==> config.mk <==
export PLATFORM = sky130hd
export DESIGN_NAME = pwm_ramp_ctrl
export DESIGN_NICKNAME = d
export VERILOG_FILES = /design/src/rtl/pwm_ramp_ctrl.sv
export SDC_FILE = /design/constraint.sdc
export NUM_CORES = 1
export LEC_CHECK = 0
export ABC_AREA = 1
export BUFFER_PORTS_ARGS = -buffer_cell sky130_fd_sc_hd__buf_2
export CAP_MARGIN = 20
export CELL_PAD_IN_SITES_DETAIL_PLACEMENT = 1
export CELL_PAD_IN_SITES_GLOBAL_PLACEMENT = 1
export CORE_MARGIN = 2
export CORE_UTILIZATION = 40
export CTS_BUF_LIST = sky130_fd_sc_hd__clkbuf_8
export DETAILED_ROUTE_END_ITERATION = 8
export PLACE_DENSITY_LB_ADDON = 0.1
export SLEW_MARGIN = 30
export SYNTH_ARGS = -nofsm -noshare
export SYNTH_HDL_FRONTEND = slang
export SYNTH_SLANG_ARGS = --single-unit
==> constraint.sdc <==
create_clock -name CLK -period 3.15 [get_ports CLK]
set_input_delay 0.315 -clock CLK [delete_from_list [all_inputs] [get_ports CLK]]
set_output_delay 0.315 -clock CLK [all_outputs]
set_load 0.01 [all_outputs]
==> src/rtl/pwm_ramp_ctrl.sv <==
// PWM soft-start/soft-stop controller.
// Slews the applied duty one step per period toward a commanded target.
module pwm_ramp_ctrl #(
  parameter int BITS   = 8,
  parameter int PERIOD = 100,
  parameter int STEP   = 1
) (
  input  logic            CLK,
  input  logic            RST,
  input  logic            CMD_VALID,
  output logic            CMD_READY,
  input  logic            CMD_EN,
  input  logic [BITS-1:0] CMD_DUTY,
  output logic [BITS-1:0] DUTY_CUR,
  output logic            PERIOD_START,
  output logic            BUSY,
  output logic            OUTPUT
);

  typedef enum logic [1:0] {
    S_IDLE,
    S_RAMP,
    S_HOLD,
    S_STOP
  } state_t;

  localparam int W1 = BITS + 1;
  localparam logic [BITS-1:0] PER_V  = BITS'(PERIOD);
  localparam logic [BITS-1:0] LAST_V = BITS'(PERIOD - 1);
  localparam logic [W1-1:0]   STEP_V = W1'(STEP);

  state_t          state_q;
  logic [BITS-1:0] cnt_q;
  logic [BITS-1:0] duty_q;
  logic [BITS-1:0] tgt_q;
  logic            out_q;

  logic [BITS-1:0] cmd_tgt;
  logic            cmd_run;
  logic            accept;
  logic            bound;
  logic [W1-1:0]   cur_w;
  logic [W1-1:0]   tgt_w;
  logic [W1-1:0]   up_w;
  logic [BITS-1:0] first_d;
  logic [BITS-1:0] step_d;

  // Target is clamped to the period; a zero run target means disable.
  assign cmd_tgt = (CMD_DUTY > PER_V) ? PER_V : CMD_DUTY;
  assign cmd_run = CMD_EN && (cmd_tgt != '0);

  assign CMD_READY = (state_q == S_IDLE) || (state_q == S_HOLD);
  assign accept    = CMD_VALID && CMD_READY;
  assign bound     = (state_q != S_IDLE) && (cnt_q == LAST_V);

  assign cur_w = {1'b0, duty_q};
  assign tgt_w = {1'b0, tgt_q};
  assign up_w  = cur_w + STEP_V;

  assign first_d = (STEP_V >= {1'b0, cmd_tgt})
                 ? cmd_tgt : STEP_V[BITS-1:0];

  // Duty for the next period: one step toward target, saturating.
  always_comb begin
    step_d = duty_q;
    if (duty_q < tgt_q) begin
      step_d = (up_w >= tgt_w) ? tgt_q : up_w[BITS-1:0];
    end else if (duty_q > tgt_q) begin
      step_d = (cur_w <= tgt_w + STEP_V)
             ? tgt_q : duty_q - STEP_V[BITS-1:0];
    end
  end

  // Control FSM, period counter, duty slew and PWM output register.
  always_ff @(posedge CLK) begin
    if (RST) begin
      state_q <= S_IDLE;
      cnt_q   <= '0;
      duty_q  <= '0;
      tgt_q   <= '0;
      out_q   <= 1'b0;
    end else begin
      out_q <= (state_q != S_IDLE) && (cnt_q < duty_q);
      if (state_q == S_IDLE) begin
        cnt_q <= '0;
        if (accept && cmd_run) begin
          tgt_q   <= cmd_tgt;
          duty_q  <= first_d;
          state_q <= (first_d == cmd_tgt) ? S_HOLD : S_RAMP;
        end
      end else begin
        cnt_q <= bound ? '0 : cnt_q + 1'b1;
        if (bound) begin
          duty_q <= step_d;
        end
        case (state_q)
          S_RAMP: begin
            if (bound && (step_d == tgt_q)) begin
              state_q <= S_HOLD;
            end
          end
          S_STOP: begin
            if (bound && (step_d == '0)) begin
              state_q <= S_IDLE;
            end
          end
          S_HOLD: begin
            if (accept) begin
              if (!cmd_run) begin
                tgt_q   <= '0;
                state_q <= S_STOP;
              end else begin
                tgt_q   <= cmd_tgt;
                state_q <= (cmd_tgt == duty_q) ? S_HOLD : S_RAMP;
              end
            end
          end
          default: ;
        endcase
      end
    end
  end

  assign DUTY_CUR     = duty_q;
  assign OUTPUT       = out_q;
  assign PERIOD_START = (state_q != S_IDLE) && (cnt_q == '0);
  assign BUSY         = (state_q == S_RAMP) || (state_q == S_STOP);

endmodule

* After elaboration in Yosys (flattened, before gate mapping)
Cells that the tools add are included.
** Operators by class
- Add/sub/neg operators :: 4
- $mul :: 0
- Div/mod/pow operators :: 0
- Order comparisons :: 7
- Eq/ne operators :: 11
- Shifts and indexed selects :: 0
- Multiplexer cells :: 23
- Bitwise gates (word level) :: 0
- Reduce and logical (&&, ||, !) cells :: 23
** Operator list (count)
- $mux W8 :: 14
- $eq A8 B8 Y1 :: 3
- $add A8 B1 Y9 const B :: 2
- $logic_not A8 Y1 :: 2
- $lt A8 B8 Y1 :: 2
- $mux W2 :: 8
- $ge A9 B8 Y1 :: 1
- $le A8 B9 Y1 :: 1
- $add A8 B1 Y8 const B :: 1
- $eq A8 B7 Y1 const B :: 1
- $ge A1 B8 Y1 const A :: 1
- $gt A8 B7 Y1 const B :: 1
- $gt A8 B8 Y1 :: 1
- $logic_and A1 B1 Y1 :: 8
- $reduce_bool A2 Y1 :: 4
- $reduce_bool A8 Y1 :: 1
- $sub A8 B1 Y8 const B :: 1
- $ne A3 B3 Y1 const B :: 2
- $pmux W2 S3 :: 1
- $reduce_and A5 Y1 :: 1
- $eq A2 B2 Y1 const B :: 2
- $reduce_bool A4 Y1 :: 1
- $ne A3 B2 Y1 const B :: 1
- $reduce_and A3 Y1 :: 1
- other kinds (6) :: 7
** Word-level totals
- Bits in registers :: 27
- Bits in latches :: 0
- Bits in writable memories :: 0
- Memory bits (read-only) :: 0
- Input port bits :: 12
- Output and inout port bits :: 12
- Word-level logic and storage cells :: 73
- Memories kept :: 0

* Depth between registers and ports, before layout
Gate-level depths: netlist of the first run.
- Word-level depth :: 10
- Gate-level depth with buffers :: 28
- Mapped depth without buffers :: 27

* Worst setup path after synthesis of the first run
No wires, ideal clock.
- Path kind :: register -> register
- Start :: register duty_q[1], in the netlist DUTY_CUR[1]
- End :: register state_q[1]
- Library setup time :: 0.115 ns
- Arrival :: 3.004 ns
- Required time :: 3.035 ns
- Setup slack :: 0.031 ns
- Cell stages (with the launch flop) :: 24
- Path buffers :: 1
- Path through :: dfxtp_1 -> ha_1 -> nand2_2 -> nor2_4 -> nand3_1 -> xor2_1 -> inv_1 -> ha_1 -> a21oi_1 -> nand3b_2 -> nand2_2 -> nor2_4 -> nand3_2 -> buf_6 -> a21oi_2 -> o21ai_2 -> nand2_2 -> nand2_1 -> nor2_1 -> nand3_1 -> a21oi_2 -> nand3_1 -> nand2_1 -> nor2_1
** Between the ends
- Word-level cells in the longest chain between the ends :: 8
** Ends and longest elaborated chain
- from (decl) :: line 34 : logic [BITS-1:0] duty_q;
- from (signal assigned) :: line 88 : duty_q <= first_d;
- from (signal assigned) :: line 94 : duty_q <= step_d;
- $add A8 B1 Y9, or another cell as far along :: line 58 : assign up_w = cur_w + STEP_V;
- $ge A9 B8 Y1 or $mux W8 (tied branches) :: line 67, 70
- $mux W8 (on tied branches) :: line 67, 68
- $mux W8 :: line 66 : if (duty_q < tgt_q) begin
- $eq A8 B8 Y1 or $logic_not A8 Y1 (tied branches) :: line 98, 103
- $logic_and A1 B1 Y1 (on tied branches) :: line 98, 103
- $ne A3 B3 Y1 (no source line)
- $reduce_and A5 Y1 (no source line)
- to (signal assigned) :: line 89 : state_q <= (first_d == cmd_tgt) ? S_HOLD : S_RAMP;
- to (signal assigned) :: line 114 : state_q <= (cmd_tgt == duty_q) ? S_HOLD : S_RAMP;
- to (decl) :: line 32 : state_t state_q;
Parallel ways exist; a longest one is shown, timed or not. The select of a mux whose other input is x is not followed.
A chain may end at the register's enable or synchronous reset.

* Final worst setup path of the first run
- Start :: register duty_q[0], in the netlist DUTY_CUR[0]
- End :: register state_q[1]
The elaborated chain is that of the path after synthesis.

==> results of run 1 <==
## layer usage
layer,up-vias,GRT usage,share of wire
li1,1777,-,-
met1,1705,0.325,0.43
met2,72,0.491,0.50
met3,22,0.0163,0.033
met4,0,0.0883,0.031
met5,-,0,0
## report_power, final
group	switching, uW	leakage [uW]	total, uW	internal, uW
combinational	906	0.00176	1510	600
sequential	30.8	0.000224	395	364
clock	117	0.0000217	207	90.0
## worst min-delay path by stage
| stage | from | to | slack, ps |
|---|---|---|---|
| finish | RST | tgt_q[2] | 360 |
| global route | RST | tgt_q[3] | 380 |
| CTS | RST | tgt_q[3] | 370 |
| detailed placement | cnt_q[0] | cnt_q[0] | 460 |
| global placement | cnt_q[0] | cnt_q[0] | 450 |
| floorplan | cnt_q[0] | cnt_q[0] | 430 |
## worst max-delay path, delay by kind of cell (launching register included)
family | cells | cell delay (ps)
xor+xnor | 1 | 180
fa+ha+maj | 2 | 370
flops | 1 | 400
simple gates | 14 | 1350
compound gates | 4 | 510
buf+inv | 2 | 240
## cells in the mapped netlist (2+ instances only)
master | number | area share
buf_2 | 2 | 0.0032
nor2_2 | 2 | 0.0040
buf_6 | 3 | 0.011
nand2_2 | 10 | 0.020
a21oi_2 | 2 | 0.0056
o21a_1 | 2 | 0.0048
clkinv_1 | 3 | 0.0036
o21ai_0 | 14 | 0.022
inv_1 | 59 | 0.071
xnor2_1 | 2 | 0.0056
inv_2 | 2 | 0.0024
a21o_1 | 3 | 0.0072
nand3_1 | 57 | 0.091
buf_4 | 2 | 0.0048
ha_1 | 36 | 0.14
a211oi_1 | 3 | 0.0072
nand3_2 | 2 | 0.0064
o211ai_1 | 2 | 0.0048
dfxtp_1 | 27 | 0.17
a21oi_1 | 37 | 0.059
a31oi_1 | 2 | 0.0040
nand2_4 | 3 | 0.011
nor2_1 | 46 | 0.055
nor3b_1 | 2 | 0.0048
nand4_1 | 7 | 0.014
nor2_4 | 5 | 0.018
nor4_1 | 2 | 0.0040
clkbuf_1 | 3 | 0.0036
nor3_1 | 9 | 0.014
o22ai_1 | 2 | 0.0040
xor2_1 | 22 | 0.062
nand2_1 | 113 | 0.14
## state kept, by name (all words and copies together) (netlist names)
register / count
DUTY_CUR: 8
cnt_q: 8
tgt_q: 8
state_q: 2
OUTPUT: 1
## cells by family (layout without fill, tap and decap cells)
kind of cell	count (synthesis)	after routing	share of synthesized area
AND/OR/NAND/NOR	261	261	0.386
AO/OA/AOI/OAI	71	71	0.130
adder cells (fa/ha/maj)	36	36	0.144
buffers and inverters	75	155	0.101
XOR/XNOR	24	24	0.0671
flip-flops	27	27	0.173
## area by class of cell
class,instances,area [sq um]
Inverter,65,250
Fill cell,1024,3530
Timing Repair Buffer,86,601
Sequential cell,27,559
Multi-Input combinational cell,392,2530
Clock inverter,1,7.51
Tap cell,102,128
Clock buffer,3,41.3
## metrics by stage
stage | util | cells | hold slack [ps]
final | 0.538 | 676 | 358
after detailed placement | 0.484 | 660 | 457
after global routing | 0.538 | 676 | 385
after global placement | 0.484 | 660 | 450
after floorplan | - | 494 | 430
after CTS | 0.507 | 669 | 372
## timing repair
item                                    CTS  global route
pin swaps                                10            23
endpoints found under the setup margin    3             4
setup buffers                             5             7
resized for setup                        23            47
==> metrics.md, run 1 <==
| Metric | Value |
|---|---|
| Outcome | `finished clean` |
| Syn Nets | `542` |
| Pwr/cell area | `512 mW/mm^2` |
| Clk buf depth | `2` |
| CP Class | `reg2reg` |
| H-tree depth | `1` |
| DIE WIDTH | `92.5 um` |
| Nets@finish | `623` |
| Num CTS Buffers | `3` |
| R2R Setup Slk | `3 ps` |
| Synth async-reset ratio | `0` |
| Avg Cell Area, Syn | `6.34 sq um` |
| Setup slack at placement | `-217 ps` |
| Remaining DRCs | `0` |
| Total die area | `0.00856 sq mm` |
| Leak Pwr | `0.00200 uW` |
| Slew Viols, Final | `0` |
| CP Capture Point | `state_q[1]` |
| Warnings from Yosys | `0` |
| Initial antenna violation count | `0` |
| Ratio of cells with drive above 1 in the final layout | `0.314` |
| Arrival time of the worst setup path | `3330 ps` |
| Worst clock skew | `7.50 ps` |
| RR Startpoint | `DUTY_CUR[0]` |
| Number of global-route vias before repair | `3,647` |
| Register area share after synthesis | `0.173` |
| Drt first pass iters | `4` |
| Fin crit period | `3150 ps` |
| # setup viols final | `0` |
| Post-cts hold buffer count | `0` |
| Most Frequent Cell on Critical Path | `nand2_2` |
| Routability congestion estimate | `0.900` |
| CP max stage delay | `400 ps` |
| Clock Pin Slew Worst Setup and Hold Paths | `100 ps` |
| Wire length per cell | `17.2 um` |
| VDD IR max | `0.000317 V` |
| Unrepaired setup endpoints after global routing | `yes` |
| Slowest library cell on the worst path | `dfxtp_4` |
| DP Wirelength | `9120 um` |
| Die Ht | `92.5 um` |
| Core ar. | `0.00765 sq mm` |
| Area Overhead vs Synth | `31.4%` |
| Flops & latches, synth | `27` |
| Initial core utilization | `0.410` |
| DP Area | `0.00370 sq mm` |
| Post-synth EDFFs | `0` |
| Fin area | `0.00412 sq mm` |
| Cell variety after synth | `40` |
| CP Launch Type | `flip-flop` |
| Setup_tns | `0 ps` |
| Post-Syn Area | `0.00313 sq mm` |
| Port bufs | `23` |
| Cell count after synthesis | `494` |
| Clock Root Buffer | `clkbuf_8` |
| DRT antenna net count | `0` |
| Max frequency | `318 MHz` |
| Via count | `3,576` |
| Clock Sinks | `27` |
| CTS tree | `yes` |
| Row count | `32` |
| First DRT Iteration DRCs | `99` |
| Worst R2R Path Depth | `23` |
| Fin crit share | `0.999` |
| Grt total ovfl | `0` |
| First-pass GRT wire length | `18,000 um` |
| Clock Latency Late Sink | `280 ps` |
| Beginning of the critical path | `DUTY_CUR[0]` |
| Commonest non-fill, non-tap cell in the layout | `nand2_1` |
| Largest net degree at the start of global routing | `17` |
| Hold path depth | `2` |
| Final wirelength | `11,600 um` |
| Gr usage total | `0.266` |
| WP data required | `3330 ps` |
| Final WS setup | `3.23 ps` |
| R2r endpoint | `state_q[1]` |
| CP Capture Type | `flip-flop` |
| Main synth FF type | `dfxtp_1` |
| Cells along the critical path | `ha_4 > nand2_2 > nor2_4 > nand3_2 > xor2_2 > inv_2 > ha_4 > a21oi_2 > nand3b_2 > nand2_2 > nor2_4 > nand3_4 > buf_12 > a21oi_1 > o21ai_1 > nand2_2 > nand2_2 > nor2_2 > nand3_2 > a21oi_2 > nand3_1 > nand2_1 > nor2_1` |
| CP max FO | `8` |
| Max cap viols | `0` |
| Hold Path Class | `in2reg` |
| Final Hold Viols | `0` |
| I/O pin cnt | `24` |
| N_diodes | `0` |
| Total power | `2110 uW` |
| Vias per inst | `5.29` |
| Slew @ Worst Pin | `518 ps` |
| Commonest non-fill, non-tap cells in the layout | `nand2_1 (98), buf_4 (62), inv_1 (55), nand3_1 (42), nor2_1 (41)` |
| Worst relative slew slack | `0.655` |
Note: power is estimated with default switching activity, not from simulation.
==> run 2, diff against run 1 <==
- ABC_AREA: 1 -> unset
- CORE_UTILIZATION: 40 -> 42
==> run 2 against run 1 <==
Critical path type unchanged. Clock power is 3% higher. Core utilization is 8.9 points higher. Area after synthesis rose by 5.0%. Largest cell class unchanged. Register-to-register slack got worse by 510 ps. Synthesized cell count fell by 8.1%. The run now ends with setup timing left. Largest power group unchanged.
==> metrics.md, run 2 <==
| Metric | Value |
|---|---|
| I/O pin cnt | `24 (unchanged)` |
| Setup_tns | `-2040 ps (-2040 ps)` |
| Avg Cell Area, Syn | `7.25 sq um (+14%)` |
| Initial antenna violation count | `0 (unchanged)` |
| Vias per inst | `6.70 (+27%)` |
| Gr usage total | `0.358 (+0.0922)` |
| Total die area | `0.00856 sq mm (unchanged)` |
| Cell taking the most area after synthesis | `dfxtp_1` |
| Port bufs | `23 (unchanged)` |
| Via count | `4,490 (+26%)` |
| Failing checks | `setup timing` |
| Hold path startpoint | `CMD_DUTY[1]` |
| Final Non-Filler Cells | `670 (-0.89%)` |
| # setup viols final | `10 (+10)` |
| Setup slack at placement | `-551 ps (-334 ps)` |
| Top-area cell type share of the netlist area | `0.164 (-0.00820)` |
| Register area | `568 sq um (+1.6%)` |
| DP Wirelength | `11,500 um (+26%)` |
| Fin crit period | `3650 ps (+508 ps)` |
| Area Overhead vs Synth | `45.8%` |
| N_diodes | `0 (unchanged)` |
| Max cap viols | `0 (unchanged)` |
| VDD IR max | `0.000236 V (-25%)` |
| First-pass GRT wire length | `23,600 um (+31%)` |
| Row count | `32 (unchanged)` |
| Grt total ovfl | `0 (unchanged)` |
| Warnings from Yosys | `0 (unchanged)` |
| WP data required | `3340 ps (about the same)` |
| Highest Signal Layer | `met4` |
| Clock Sinks | `27 (unchanged)` |
| Final WS setup | `-505 ps (-508 ps)` |
| CTS tree | `yes` |
| Core ar. | `0.00765 sq mm (unchanged)` |
| CP Class | `reg2reg` |
| Most frequent cells after synthesis | `nor2_1 (52), ha_1 (36), a21oi_1 (30)` |
| Final wirelength | `17,200 um (+48%)` |
| Number of global-route vias before repair | `4,355 (+19%)` |
| Fin crit share | `1.16 (+0.161)` |
| Commonest non-fill, non-tap cell in the layout | `buf_4` |
| Die Ht | `92.5 um (unchanged)` |
| Synth async-reset ratio | `0 (unchanged)` |
| Total instance count after detailed placement | `640 (-3.0%)` |
| Slew @ Worst Pin | `847 ps (+330 ps)` |
| Metal-1 WL | `6140 um (+22%)` |
| Register area share after synthesis | `0.164 (-0.00820)` |
| Synth top area cells | `dfxtp_1 (16%), ha_1 (14%), nor2_1 (5.9%)` |
| Clock Latency Late Sink | `290 ps (about the same)` |
| RR Startpoint | `DUTY_CUR[0]` |
| Top-count cell post-synth | `nor2_1` |
| DIE WIDTH | `92.5 um (unchanged)` |
| Slew Viols, Final | `0 (unchanged)` |
| Largest net degree at the start of global routing | `21 (+4)` |
| Main synth FF type | `dfxtp_1` |
| Final Hold Viols | `0 (unchanged)` |
| Syn Nets | `502 (-7.4%)` |
| Worst R2R Path Depth | `18 (-22%)` |
| Clock Root Buffer | `clkbuf_8` |
| Beginning of the critical path | `DUTY_CUR[0]` |
| CP Launch Type | `flip-flop` |
| Cell count after synthesis | `454 (-8.1%)` |
| H-tree depth | `1 (unchanged)` |
| Post-Syn Area | `0.00329 sq mm (+5.0%)` |
| R2r endpoint | `state_q[0]` |
| Drt first pass iters | `5 (+1)` |
| Fill count | `942 (-8.0%)` |
| Wire length per cell | `25.7 um (+50%)` |
| Total power | `1360 uW (-35%)` |
| WHS Endpoint | `tgt_q[1]` |
| Clock Pin Slew Worst Setup and Hold Paths | `100 ps (about the same)` |
| Ratio of cells with drive above 1 in the final layout | `0.387 (+0.0737)` |
| Flops & latches, synth | `27 (unchanged)` |
| DRT antenna net count | `0 (unchanged)` |
| Outcome | `finished, violations left` |
| Pwr/cell area | `284 mW/mm^2 (-45%)` |
| Multi-input gate area | `0.00294 sq mm (+16%)` |
| CP Capture Type | `flip-flop` |
| Worst relative slew slack | `0.430 (-0.224)` |
| First DRT Iteration DRCs | `299 (+200%)` |
| Clk buf depth | `2 (unchanged)` |
| Initial core utilization | `0.430 (+0.0205)` |
| Routability congestion estimate | `0.972 (+7.9%)` |
| R2R Setup Slk | `-500 ps (-510 ps)` |
| Post-synth EDFFs | `0 (unchanged)` |
| Worst clock skew | `2.71 ps (-4.79 ps)` |
| Cell variety after synth | `65 (+63%)` |
| Commonest non-fill, non-tap cells in the layout | `buf_4 (104), nor2_1 (42), ha_1 (33), nand2_1 (25), a21oi_1 (24)` |
| Max frequency | `274 MHz (-14%)` |
| Hold path depth | `3 (+1)` |
| Remaining DRCs | `0 (unchanged)` |
| Metal3 WL | `1560 um (+310%)` |
| Unrepaired setup endpoints after global routing | `yes` |
| Leak Pwr | `0.00197 uW (-1.7%)` |
| Nets@finish | `617 (-0.96%)` |
| CP max FO | `4 (-4)` |
| Hold Path Class | `in2reg` |
| Arrival time of the worst setup path | `3840 ps (+510 ps)` |
| Num CTS Buffers | `3 (unchanged)` |
| Met2 WL | `8250 um (+41%)` |
[run 2: cell count changes in the layout (fill, tap and decap cells not counted), moves of 13 or more]
cell and change:
buf_4 +42, inv_1 -34, xnor2_1 +13, nand3_2 -15, xor2_1 -15, nand2_2 -23, nand3_1 -23, nand2_1 -73
[run 2: cell type report]
class / instances / share of cell area
clock buffer: 3 / 0.00861
clock inverter: 1 / 0.00157
inverter: 25 / 0.0196
multi-input combinational: 374 / 0.614
sequential: 27 / 0.118
tap: 102 / 0.0266
timing repair buffer: 138 / 0.211
[run 2: how the worst max path moves through the flow]
| stage | to | slack [ps] | depth (start not counted) |
|---|---|---|---|
| detailed placement | state_q[0] | -550 | 13 |
| global placement | state_q[0] | -340 | 13 |
| CTS | state_q[1] | -280 | 13 |
| finish | state_q[0] | -500 | 18 |
| floorplan | state_q[0] | -30 | 15 |
| global route | state_q[0] | -560 | 18 |
[run 2: stage by stage]
step	utilization	hold slack, ps	cell area [sq um]
6_report	0.627	361	4790
5_1_grt	0.627	393	4790
4_1_cts	0.578	357	4420
3_5_place_dp	0.536	485	4100
3_3_place_gp	0.536	466	4100
2_1_floorplan	-	437	3320
[run 2: worst max-delay path, stage by stage, from the launching register on]
cell,delay (ps)
dfxtp_4,390
ha_4,160
nand3_4,110
nor2_4,150
xnor2_2,160
inv_2,90
ha_4,280
and3_4,180
buf_4,110
and3_4,250
a211oi_4,80
buf_6,180
buf_4,130
o21ai_0,90
o221ai_1,200
nor4_2,320
nand4_1,200
o21a_1,260
o21a_1,200
[run 2: repair_timing]
item                       CTS  global route
setup buffers               18            12
setup endpoints to repair   10            10
hold buffers                 0             0
pin swaps                   20            36
gates resized for setup     38            63
[run 2: kinds of logic after synthesis]
group	share of synthesized area
AND/OR/NAND/NOR	0.254
AO/OA/AOI/OAI	0.307
buffers and inverters	0.0654
adder cells (fa/ha/maj)	0.140
flip-flops	0.164
XOR/XNOR	0.0666
multiplexers	0.00304
[run 2: where the power goes]
group | switching (uW) | internal, uW | total [uW] | leakage [uW]
Sequential | 10.3 | 345 | 355 | 0.000225
Combinational | 446 | 345 | 790 | 0.00172
Clock | 124 | 90.3 | 214 | 0.0000217
[run 2: metal layers]
metal	vias to the layer above	track usage
li1	1942	-
met2	305	0.614
met5	-	0
met3	106	0.0521
met4	0	0.167
met1	2137	0.440
==> run 3, diff against run 2 <==
- PLACE_DENSITY: unset -> 0.75
- PLACE_DENSITY_LB_ADDON: 0.1 -> unset
==> run 3 against run 2 <==
The run still ends with setup timing left. Clock skew is 2.8 ps higher. Die area unchanged. Core utilization is 1.6 points lower. Design area decreased by 2.6%. Global-route usage shrank 2.4 points. Worst hold slack worse by 15 ps. Register-to-register slack improved by 100 ps. Critical endpoint unchanged. Largest power group unchanged. Highest routed layer unchanged.
==> metrics.md, run 3 (synthesis results as in run 2) <==
| Metric | Value |
|---|---|
| Outcome | `finished, violations left` |
| Failing checks | `setup timing` |
| First DRT Iteration DRCs | `465 (+56%)` |
| Max frequency | `282 MHz (+2.9%)` |
| Clk buf depth | `2 (unchanged)` |
| Worst hold slack | `346 ps (-14.5 ps)` |
| Fill count | `949 (+0.74%)` |
| CP max stage delay | `390 ps (about the same)` |
| Clock Pin Slew Worst Setup and Hold Paths | `100 ps (about the same)` |
| Via count | `4,535 (+1.0%)` |
| Final WS setup | `-401 ps (+104 ps)` |
| Most Frequent Cell on Critical Path | `a31oi_1` |
| DIE WIDTH | `92.5 um (unchanged)` |
| Worst clock skew | `5.54 ps (+2.83 ps)` |
| Total instance count after detailed placement | `633 (-1.1%)` |
| Commonest non-fill, non-tap cells in the layout | `buf_4 (92), nor2_1 (46), ha_1 (34), nand2_1 (26)` |
| DP Wirelength | `10,600 um (-7.7%)` |
| VDD IR max | `0.000376 V (+59%)` |
| Drt first pass iters | `5 (unchanged)` |
| Port bufs | `23 (unchanged)` |
| Cells along the critical path | `and4_4 > nor3b_4 > xnor2_2 > ha_1 > and3_4 > a221o_1 > a211oi_4 > buf_6 > o41ai_2 > a31oi_1 > o21ai_1 > nor4_2 > a31oi_1 > o21a_1` |
| Number of global-route vias before repair | `4,198 (-3.6%)` |
| Final Non-Filler Cells | `657 (-1.9%)` |
| Unrepaired setup endpoints after global routing | `yes` |
| Worst relative slew slack | `0.340 (-0.0908)` |
| Area Overhead vs Synth | `42.0%` |
| Final wirelength | `17,300 um (+0.89%)` |
| Slew @ Worst Pin | `986 ps (+139 ps)` |
| Row count | `32 (unchanged)` |
| Clock Sinks | `27 (unchanged)` |
| Die Ht | `92.5 um (unchanged)` |
| Slowest library cell on the worst path | `dfxtp_4` |
| Hold Path Class | `in2reg` |
| Routability congestion estimate | `0.983 (+1.2%)` |
| # setup viols final | `9 (-1)` |
| Total die area | `0.00856 sq mm (unchanged)` |
| I/O pin cnt | `24 (unchanged)` |
| Wire length per cell | `26.4 um (+2.9%)` |
| Leak Pwr | `0.00189 uW (-3.9%)` |
| CP Capture Type | `flip-flop` |
| DRT antenna net count | `0 (unchanged)` |
| Vias per inst | `6.90 (+3.0%)` |
| Fin crit share | `1.13 (-0.0329)` |
| WP data required | `3350 ps (about the same)` |
| Commonest non-fill, non-tap cell in the layout | `buf_4` |
| Num CTS Buffers | `3 (unchanged)` |
| Arrival time of the worst setup path | `3750 ps (-90 ps)` |
| Clock Root Buffer | `clkbuf_8` |
| Pwr/cell area | `280 mW/mm^2 (-1.1%)` |
| CTS tree | `yes` |
| Initial antenna violation count | `0 (unchanged)` |
| Fin crit period | `3550 ps (-104 ps)` |
| Slew Viols, Final | `0 (unchanged)` |
| Largest net degree at the start of global routing | `21 (unchanged)` |
| Grt total ovfl | `0 (unchanged)` |
| Ratio of cells with drive above 1 in the final layout | `0.373 (-0.0144)` |
| CP Class | `reg2reg` |
| Initial core utilization | `0.430 (unchanged)` |
| Nets@finish | `604 (-2.1%)` |
| Gr usage total | `0.334 (-0.0237)` |
| Clock Latency Late Sink | `300 ps (about the same)` |
| CP max FO | `3 (-1)` |
| N_diodes | `0 (unchanged)` |
| CP Launch Type | `flip-flop` |
| H-tree depth | `1 (unchanged)` |
| Remaining DRCs | `0 (unchanged)` |
| First-pass GRT wire length | `22,300 um (-5.6%)` |
| Final Hold Viols | `0 (unchanged)` |
| Max cap viols | `0 (unchanged)` |
| Core ar. | `0.00765 sq mm (unchanged)` |
==> run 3: cell count changes in the layout (fill, tap and decap cells not counted), sizes merged <==
cell	previous run	this run
buf	137	125
clkbuf	4	3
clkinv	3	2
inv	22	23
==> run 3: through the flow <==
step	utilization	total power [uW]	instance area [sq um]	setup slack [ps]	setup TNS (ps)
2_1_floorplan	-	662	3320	-31.4	-45.8
4_1_cts	0.561	1150	4290	-226	-798
5_1_grt	0.611	1340	4670	-514	-2780
6_report	0.611	1310	4670	-401	-1760
3_5_place_dp	0.529	893	4050	-442	-1980
3_3_place_gp	0.529	881	4050	-382	-1580
==> run 3: worst paths after layout <==
kind,slack [ps],depth (start not counted),to,start
worst max-delay path,-400,14,state_q[0],DUTY_CUR[0]
worst min-delay path,350,3,tgt_q[1],CMD_DUTY[1]
worst max register to register,-400,14,state_q[0],DUTY_CUR[0]
worst min register to register,530,1,cnt_q[0],cnt_q[0]
==> run 3: worst max-delay path: cells and delay by family, from the launching register on <==
family,cells,cell delay (ps)
AOI/OAI and AO/OA,7,1420
buffers and inverters,1,160
xor gates and xnor gates,1,160
and+or+nand+nor,4,990
DFF,1,390
adders and majority gates,1,310
==> run 3: layout make-up <==
cell class              count  area (sq um)  area share
flip-flops and latches     27           561       0.120
well taps                 102           128      0.0273
repair buffers            125           918       0.197
clock buffers               3          41.3     0.00884
multi-input cells         374          2920       0.626
inverters                  25          93.8      0.0201
clock inverters             1          7.51     0.00161
==> run 3: routing by layer <==
layer,track usage,vias to the layer above,share of wire,wire [um]
li1,-,1917,-,-
met1,0.411,2164,0.37,6450
met2,0.599,341,0.47,8130
met3,0.0293,113,0.092,1590
met4,0.131,0,0.068,1180
met5,0,-,0,0
==> run 3: where the power goes <==
group / switching, uW / internal [uW]
Clock: 129 / 90.7
Combinational: 431 / 303
Sequential: 10.3 / 347
Total: 570 / 740
==> run 3: what timing repair did <==
action	in CTS	in global routing
gates resized for setup	29	66
pin swaps	22	32
setup endpoints to repair	10	10
setup buffers	13	10
hold buffers	0	0
